==> src/rtl/rom_stream_pkg.sv <==
// Shared types and width helpers for the ROM stream reader.
package rom_stream_pkg;

    typedef enum logic [1:0] {
        IDLE  = 2'd0,
        RUN   = 2'd1,
        DRAIN = 2'd2
    } state_t;

    function automatic int unsigned addr_w(input int unsigned size);
        return (size > 1) ? $clog2(size) : 1;
    endfunction

    // One extra bit so a full-table length (LEN == SIZE) is representable.
    function automatic int unsigned len_w(input int unsigned size);
        return $clog2(size) + 1;
    endfunction

endpackage

==> src/rtl/rom_stream_reader_if.sv <==
// Valid/ready word stream with start/end-of-message markers.
interface rom_stream_reader_if #(
    parameter int unsigned WIDTH = 8
);
    logic [WIDTH-1:0] data;
    logic             valid;
    logic             ready;
    logic             som;
    logic             eom;

    modport master (output data, output valid, output som, output eom, input ready);
    modport slave  (input data, input valid, input som, input eom, output ready);
endinterface

==> src/rtl/rom_stream_outreg.sv <==
// Output holding register: data plus SOM/EOM, loads whenever empty or draining.
module rom_stream_outreg #(
    parameter int unsigned WIDTH = 8
) (
    input  logic             i_clk,
    input  logic             i_rst,
    input  logic             i_load,
    input  logic [WIDTH-1:0] i_data,
    input  logic             i_som,
    input  logic             i_eom,
    input  logic             i_ready,
    output logic [WIDTH-1:0] o_data,
    output logic             o_valid,
    output logic             o_som,
    output logic             o_eom,
    output logic             o_load_en
);

    logic [WIDTH+1:0] r_word;
    logic             r_valid;
    logic             w_load_en;

    assign w_load_en = !r_valid || i_ready;

    always_ff @(posedge i_clk) begin
        if (i_rst) begin
            r_word  <= '0;
            r_valid <= 1'b0;
        end else if (w_load_en) begin
            r_valid <= i_load;
            if (i_load) begin
                r_word <= {i_som, i_eom, i_data};
            end
        end
    end

    assign {o_som, o_eom, o_data} = r_word;
    assign o_valid   = r_valid;
    assign o_load_en = w_load_en;

endmodule

==> src/rtl/rom_stream_reader.sv <==
// Plays LEN consecutive ROM words from BASE onto a valid/ready stream.
// Optional block looping is enabled by defining ROM_STREAM_LOOP_EN (adds i_loop).
module rom_stream_reader
    import rom_stream_pkg::*;
#(
    parameter  int unsigned WIDTH = 8,
    parameter  int unsigned SIZE  = 256,
    localparam int unsigned AW    = addr_w(SIZE),
    localparam int unsigned LW    = len_w(SIZE)
) (
    input  logic                        i_clk,
    input  logic                        i_rst,
    input  logic                        i_start,
    input  logic [AW-1:0]               i_base,
    input  logic [LW-1:0]               i_len,
    input  logic                        i_stop,
`ifdef ROM_STREAM_LOOP_EN
    input  logic                        i_loop,
`endif
    output logic                        o_busy,
    output logic                        o_done,
    output logic [AW-1:0]               o_rom_addr,
    input  logic [WIDTH-1:0]            i_rom_do,
    rom_stream_reader_if.master         o_stream
);

    state_t           r_state;
    logic [AW-1:0]    r_addr;
    logic [AW-1:0]    r_base;
    logic [LW-1:0]    r_rem;
    logic [LW-1:0]    r_len;
    logic             r_first;
    logic             r_loop;
    logic             r_done;

    logic             w_loop_in;
    logic             w_load_en;
    logic             w_load;
    logic             w_last;
    logic             w_valid;
    logic             w_ready;
    logic [WIDTH-1:0] w_data;
    logic             w_som;
    logic             w_eom;

`ifdef ROM_STREAM_LOOP_EN
    assign w_loop_in = i_loop;
`else
    assign w_loop_in = 1'b0;
`endif

    assign w_ready = o_stream.ready;
    assign w_last  = (r_rem == LW'(1));
    assign w_load  = (r_state == RUN) && !i_stop && w_load_en;

    rom_stream_outreg #(
        .WIDTH (WIDTH)
    ) u_outreg (
        .i_clk     (i_clk),
        .i_rst     (i_rst),
        .i_load    (w_load),
        .i_data    (i_rom_do),
        .i_som     (r_first),
        .i_eom     (w_last && !r_loop),
        .i_ready   (w_ready),
        .o_data    (w_data),
        .o_valid   (w_valid),
        .o_som     (w_som),
        .o_eom     (w_eom),
        .o_load_en (w_load_en)
    );

    always_ff @(posedge i_clk) begin
        if (i_rst) begin
            r_state <= IDLE;
            r_addr  <= '0;
            r_base  <= '0;
            r_rem   <= '0;
            r_len   <= '0;
            r_first <= 1'b0;
            r_loop  <= 1'b0;
            r_done  <= 1'b0;
        end else begin
            r_done <= 1'b0;
            case (r_state)
                IDLE: begin
                    if (i_start && (i_len != '0)) begin
                        r_addr  <= i_base;
                        r_base  <= i_base;
                        r_rem   <= i_len;
                        r_len   <= i_len;
                        r_first <= 1'b1;
                        r_loop  <= w_loop_in;
                        r_state <= RUN;
                    end
                end
                RUN: begin
                    if (i_stop) begin
                        r_state <= DRAIN;
                    end else if (w_load_en) begin
                        // Looping rewinds to the captured block with no gap cycle.
                        if (w_last && r_loop) begin
                            r_addr  <= r_base;
                            r_rem   <= r_len;
                            r_first <= 1'b1;
                        end else begin
                            r_addr  <= r_addr + AW'(1);
                            r_rem   <= r_rem - LW'(1);
                            r_first <= 1'b0;
                            if (w_last) begin
                                r_state <= DRAIN;
                            end
                        end
                    end
                end
                DRAIN: begin
                    if (!w_valid || w_ready) begin
                        r_done  <= 1'b1;
                        r_state <= IDLE;
                    end
                end
                default: r_state <= IDLE;
            endcase
        end
    end

    assign o_busy         = (r_state != IDLE);
    assign o_done         = r_done;
    assign o_rom_addr     = r_addr;
    assign o_stream.data  = w_data;
    assign o_stream.valid = w_valid;
    assign o_stream.som   = w_som;
    assign o_stream.eom   = w_eom;

endmodule
==> src/flat_wrapper.sv <==
// flat-port wrapper written by rule: the top's interface ports become plain ports
module rom_stream_reader_flat import rom_stream_pkg::*;
#(
    parameter  int unsigned WIDTH = 8,
    parameter  int unsigned SIZE  = 256,
    localparam int unsigned AW    = addr_w(SIZE),
    localparam int unsigned LW    = len_w(SIZE)
)
  (i_clk, i_rst, i_start, i_base, i_len, i_stop, o_busy, o_done, o_rom_addr, i_rom_do, o_stream_data, o_stream_valid, o_stream_som, o_stream_eom, o_stream_ready);
  rom_stream_reader_if #(.WIDTH(WIDTH)) o_stream_i ();
  input  logic i_clk;
  input  logic i_rst;
  input  logic i_start;
  input  logic [AW-1:0] i_base;
  input  logic [LW-1:0] i_len;
  input  logic i_stop;
  output logic o_busy;
  output logic o_done;
  output logic [AW-1:0] o_rom_addr;
  input  logic [WIDTH-1:0] i_rom_do;
  output wire logic [$bits(o_stream_i.data)-1:0] o_stream_data;
  output wire logic [$bits(o_stream_i.valid)-1:0] o_stream_valid;
  output wire logic [$bits(o_stream_i.som)-1:0] o_stream_som;
  output wire logic [$bits(o_stream_i.eom)-1:0] o_stream_eom;
  input wire logic [$bits(o_stream_i.ready)-1:0] o_stream_ready;
  assign o_stream_data = o_stream_i.data;
  assign o_stream_valid = o_stream_i.valid;
  assign o_stream_som = o_stream_i.som;
  assign o_stream_eom = o_stream_i.eom;
  assign o_stream_i.ready = o_stream_ready;
  rom_stream_reader #(.WIDTH(WIDTH), .SIZE(SIZE)) u_core (.i_clk(i_clk), .i_rst(i_rst), .i_start(i_start), .i_base(i_base), .i_len(i_len), .i_stop(i_stop), .o_busy(o_busy), .o_done(o_done), .o_rom_addr(o_rom_addr), .i_rom_do(i_rom_do), .o_stream(o_stream_i));
endmodule
==> config.mk <==
export PLATFORM = sky130hd
export DESIGN_NAME = rom_stream_reader_flat
export DESIGN_NICKNAME = d
export VERILOG_FILES = /design/src/rtl/rom_stream_pkg.sv /design/src/rtl/rom_stream_reader_if.sv /design/src/rtl/rom_stream_outreg.sv /design/src/rtl/rom_stream_reader.sv /design/src/flat_wrapper.sv
export SDC_FILE = /design/constraint.sdc
export NUM_CORES = 1
export LEC_CHECK = 0
export ABC_AREA = 1
export CORE_MARGIN = 1.5
export CORE_UTILIZATION = 49
export CTS_CLUSTER_SIZE = 20
export DETAILED_ROUTE_END_ITERATION = 8
export MAX_ROUTING_LAYER = met4
export PLACE_DENSITY = 0.77
export SLEW_MARGIN = 20
export SYNTH_ARGS = -nofsm -noshare
export SYNTH_HDL_FRONTEND = slang
export SYNTH_HIERARCHICAL = 1
export SYNTH_SLANG_ARGS = --single-unit
==> constraint.sdc <==
create_clock -name i_clk -period 2.3 [get_ports i_clk]
set_clock_uncertainty 0.15 [all_clocks]
set_input_delay 0.69 -clock i_clk [delete_from_list [all_inputs] [get_ports i_clk]]
set_output_delay 0.69 -clock i_clk [all_outputs]
set_load 0.005 [all_outputs]
; ---- Word level (Yosys, flattened, before mapping)
; Cells that the tools add are included.
[classes]
reduce_logical = 14
eq_ne = 9
addsub = 2
n_bitwise = 1
mux = 19
[op_table]
columns = cell, n
row1 = 9-bit 2-to-1 mux, 3
row2 = 8-bit 2-to-1 mux, 3
row3 = 9-bit case mux with 2 select lines, 1
row4 = 8-bit case mux with 2 select lines, 1
row5 = 2-bit 2-to-1 mux, 5
row6 = "9-bit by 1-bit == test with 1-bit output, second input constant", 1
row7 = 9-bit nonzero test, 1
row8 = "9-bit by 1-bit subtractor with 9-bit output, second input constant", 1
row9 = "8-bit by 1-bit adder with 8-bit output, second input constant", 1
row10 = 4-bit AND reduction, 2
row11 = "2-bit by 1-bit != test with 1-bit output, second input constant", 3
row12 = "3-bit by 2-bit != test with 1-bit output, second input constant", 2
row13 = 2-bit case mux with 3 select lines, 1
row14 = 1-bit 2-to-1 mux, 4
row15 = 2-bit nonzero test, 2
row16 = 1-bit logical AND, 3
row17 = "2-bit by 1-bit == test with 1-bit output, second input constant", 1
row18 = "2-bit == test, second input constant", 1
row19 = 1-bit logical NOT, 2
row20 = 2-bit logical NOT, 1
row21 = "2-bit != test, second input constant", 1
row22 = 1-bit case mux with 2 select lines, 1
row23 = 2-bit AND reduction, 1
row24 = 2-bit OR reduction, 1
row25 = other kinds (2), 2
[totals]
word_cells = 52
input_bits = 30
register_bits = 32
out_inout_bits = 21

; ---- Longest topological paths before layout
[depth]
word_depth = 5
mapped_depth = 11
depth_no_buf = 10

; ---- Cells and area by module
; Netlist, hierarchy kept.
[by_module_without_submodules]
columns = module, area_per_inst_um2, seq_area_each_um2, cells_each, n_inst
row1 = rom_stream_reader, 1506.4, 420.4, 243, 1
row2 = rom_stream_outreg, 499.2, 220.2, 70, 1

; ---- Least setup slack after synthesis
; No wires, ideal clock.
[synth_path]
path_type = input -> register
from = input port o_stream_ready
to = register u_core.u_outreg.r_word[6]
t_required_ns = 2.035
cell_stages = 10
setup_time_ns = 0.115
path_buffers = 4
arrival_time_ns = 1.707
setup_slack_ns = 0.328
path_cell_list = inv_1 -> nand2_2 -> clkbuf_8 -> nand2_2 -> buf_6 -> buf_8 -> inv_1 -> buf_4 -> a21oi_1 -> nor2_1
[synth_via]
elab_chain_cells = 3
[synth_lines]
columns = item, line_no
row1 = start: declaration, flat_wrapper.sv:25  ; input wire logic [$bits(o_stream_i.ready)-1:0] o_stream_ready;
row2 = 1-bit logical OR, rom_stream_outreg.sv:23  ; assign w_load_en = !r_valid || i_ready;
row3 = net u_core.w_load_en, rom_stream_reader.sv:37  ; logic w_load_en;
row4 = 1-bit logical AND, rom_stream_reader.sv:54  ; assign w_load = (r_state == RUN) && !i_stop && w_load_en;
row5 = net u_core.w_load, rom_stream_reader.sv:38  ; logic w_load;
row6 = 2-bit AND reduction (no source line), -
row7 = end signal: assignment, rom_stream_outreg.sv:32  ; r_word <= {i_som, i_eom, i_data};
row8 = end: declaration, rom_stream_outreg.sv:19  ; logic [WIDTH+1:0] r_word;
; The timed path passes the listed nets, and every way through them passes these cells.
; A chain may end at the register's enable or synchronous reset.

; ---- Worst setup path after layout
[layout_path]
from = register u_core.r_state[0]
to = output port o_busy
[layout_via]
elab_chain_cells = 1
[layout_lines]
columns = item, line_no
row1 = start: declaration, rom_stream_reader.sv:27  ; state_t r_state;
row2 = start signal: assignment, rom_stream_reader.sv:75  ; r_state <= IDLE;
row3 = start signal: assignment, rom_stream_reader.sv:94  ; r_state <= RUN;
row4 = start signal: assignment, rom_stream_reader.sv:99  ; r_state <= DRAIN;
row5 = 2-bit nonzero test, rom_stream_reader.sv:127  ; assign o_busy = (r_state != IDLE);
row6 = end: declaration, flat_wrapper.sv:17  ; output logic o_busy;
; Every way passes these cells.

==> impl_metrics.json <==
{
  "vias": 2087,
  "synth_area_sq_mm": 0.00201,
  "grt_overflow": 0,
  "first_global_vias": 1769,
  "synth_seq_cells": 32,
  "yosysMostFrequentCell": "nand2_1",
  "synth.area.top_cells": "dfxtp_1, nand2_1, nor2_1, nand3_1, inv_1",
  "drv_cap": 0,
  "io_pins": 51,
  "clock-sinks": 32,
  "core_area_sq_mm": 0.00397,
  "syn_avg_cell_area_sq_um": 6.41,
  "portBuffers": 50,
  "clk_latency_ns": 0.29,
  "ys_seq_area_share_pct": 31.9,
  "synth_edf_count": 0,
  "dp_hpwl_mm": 3.37,
  "cp_data_arrival_time_ns": 1.33,
  "syn-instance-count": 313,
  "fin_crit_sh_pct": 94.4,
  "cts_setup_buffers": 0,
  "min_period_ns": 2.17,
  "drc": 0,
  "cts_tree": "done",
  "yosys_warnings": 6,
  "final_nets": 398,
  "first_iter_violations": 147,
  "p_total_uw": 1650,
  "slew_viol_final": 0,
  "dpl_cell_area_sq_mm": 0.00249,
  "ys_async_sr_fraction_pct": 0,
  "hold_class": "register to register",
  "start_util_pct": 50.5,
  "cp-end-kind": "primary output",
  "rows": 23,
  "clk_pin_slew_ns": 0.07,
  "synth_top_cell_by_area": "dfxtp_1",
  "synth.top_cell.area_share_pct": 31.9,
  "wl_per_cell_um": 11.5,
  "whs_ns": 0.333,
  "cts_buffer_depth": 2,
  "stdcell_count": 416,
  "synth_ff_type": "dfxtp_1",
  "grt_max_degree": 23,
  "root_buffer": "clkbuf_8",
  "die_area_sq_mm": 0.00449,
  "fmax_mhz": 461,
  "worst_slew_pin_slew_ns": 0.455,
  "hold_violations": 0,
  "cts_resized": 0,
  "ir_drop_uv": 433,
  "grt_usage_pct": 22.8,
  "grt_setup_unrepaired": "no",
  "crit_fanout": 4,
  "die_x_um": 67.0,
  "final_cell_area_sq_mm": 0.00260,
  "critical_path_class": "register to primary output",
  "drive_above_1_share_pct": 9.84,
  "first_pass_iters": 4,
  "num_antenna_cells": 0,
  "tns_ns": 0,
  "yosys.cell_types.count": 28,
  "finalSetupViolations": 0,
  "ctsHoldBuffers": 0,
  "vias_per_cell": 5.02,
  "grt_pass1_wl_mm": 7.53,
  "outcome": "finished, final reports clean",
  "crit_path_start_kind": "register",
  "ant_nets": 0,
  "totalWireLength_mm": 4.78,
  "dp_cells": 408,
  "die_height_um": 67.0,
  "cts_buffers": 5,
  "cts-htree-levels": 2,
  "relSlewSlack_pct": 69.6,
  "p_leak_uw": 0.00123,
  "place.gp.congestion": 0.909,
  "area_growth_syn_to_layout_pct": 29.6,
  "cp_data_required_time_ns": 1.46,
  "power_density_mw_per_mm2": 635,
  "antenna_found_initial": 0,
  "syn_nets": 346,
  "synth_commonest_cells": "nand2_1, nor2_1, inv_1, nand3_1, dfxtp_1"
}
[worst max-delay path: stages, from the launching register on]
cell	delay (ns)
dfxtp_1	0.35
nor2_1	0.20
inv_1	0.06
clkdlybuf4s50_1	0.44
[registers in the layout, summed over array words and instances, names as in the netlist]
register                 count
u_core/r_first               1
u_core/u_outreg/r_word      10
u_core/o_rom_addr            8
u_core/o_done                1
u_core/u_outreg/o_valid      1
u_core/r_rem                 9
u_core/r_state               2
[per-stage QoR]
| stage | utilization [%] | setup slack (ns) |
|---|---|---|
| after detailed placement | 62.8 | 0.0444 |
| after floorplan | - | 0.328 |
| after global routing | 65.5 | 0.0841 |
| after CTS | 65.5 | 0.138 |
| after global placement | 62.8 | 0.0636 |
| final | 65.5 | 0.129 |
[report_power, final]
part / internal [uW] / switching (uW)
logic: 217 / 244
registers: 606 / 48.5
clock network: 321 / 215
total: 1140 / 508
[layout by cell type (no fill, tap or decap), drive strengths merged]
master and instances:
buf 9, clkbuf 6, o21ai 14, clkdlybuf4s50 50, a31oi 1, a21oi 17, nor3 1, bufinv 1
nand2 80, nand4 2, nor4 1, nand3b 3, clkinv 2, dfxtp 32, o31ai 1, ha 3
inv 43, nand3 43, nor2 57
[layer usage]
metal | share of wire (%) | global-route usage [%] | wire length, um
met1 | 45 | 26.9 | 2150
met2 | 48 | 38.0 | 2280
met3 | 6.1 | 6.25 | 293
met4 | 1.2 | 6.38 | 59
met5 | 0 | - | 0
[path summary, 6_finish.rpt]
kind | start | end | slack (ns) | depth (start not counted)
hold / removal | u_core/r_first$_SDFFE_PP0P_ | u_core/r_first$_SDFFE_PP0P_ | 0.33 | 2
hold reg to reg | u_core/r_first$_SDFFE_PP0P_ | u_core/r_first$_SDFFE_PP0P_ | 0.33 | 2
setup reg to reg | u_core/r_state[0]$_SDFFE_PP0P_ | u_core/u_outreg/r_word[3]$_SDFFE_PP0P_ | 0.51 | 8
setup / recovery | u_core/r_state[0]$_SDFFE_PP0P_ | o_busy | 0.13 | 3
[kinds of logic (layout without fill, tap and decap cells)]
group	Yosys count	count (layout)	synth area share (%)
adders and majority gates	3	3	1.87
AOI/OAI and AO/OA	33	33	8.80
DFF	32	32	31.9
buffers and inverters	58	111	15.5
and+or+nand+nor	187	187	41.9
[layout make-up]
type / count / area [sq um]
Tap cell: 50 / 62.6
Sequential cell: 32 / 641
Clock buffer: 6 / 72.6
Timing Repair Buffer: 59 / 568
Clock inverter: 2 / 35.0
Multi-Input combinational cell: 223 / 1050
Inverter: 44 / 168
Fill cell: 373 / 1370
Power figures use the tool's default switching activity.
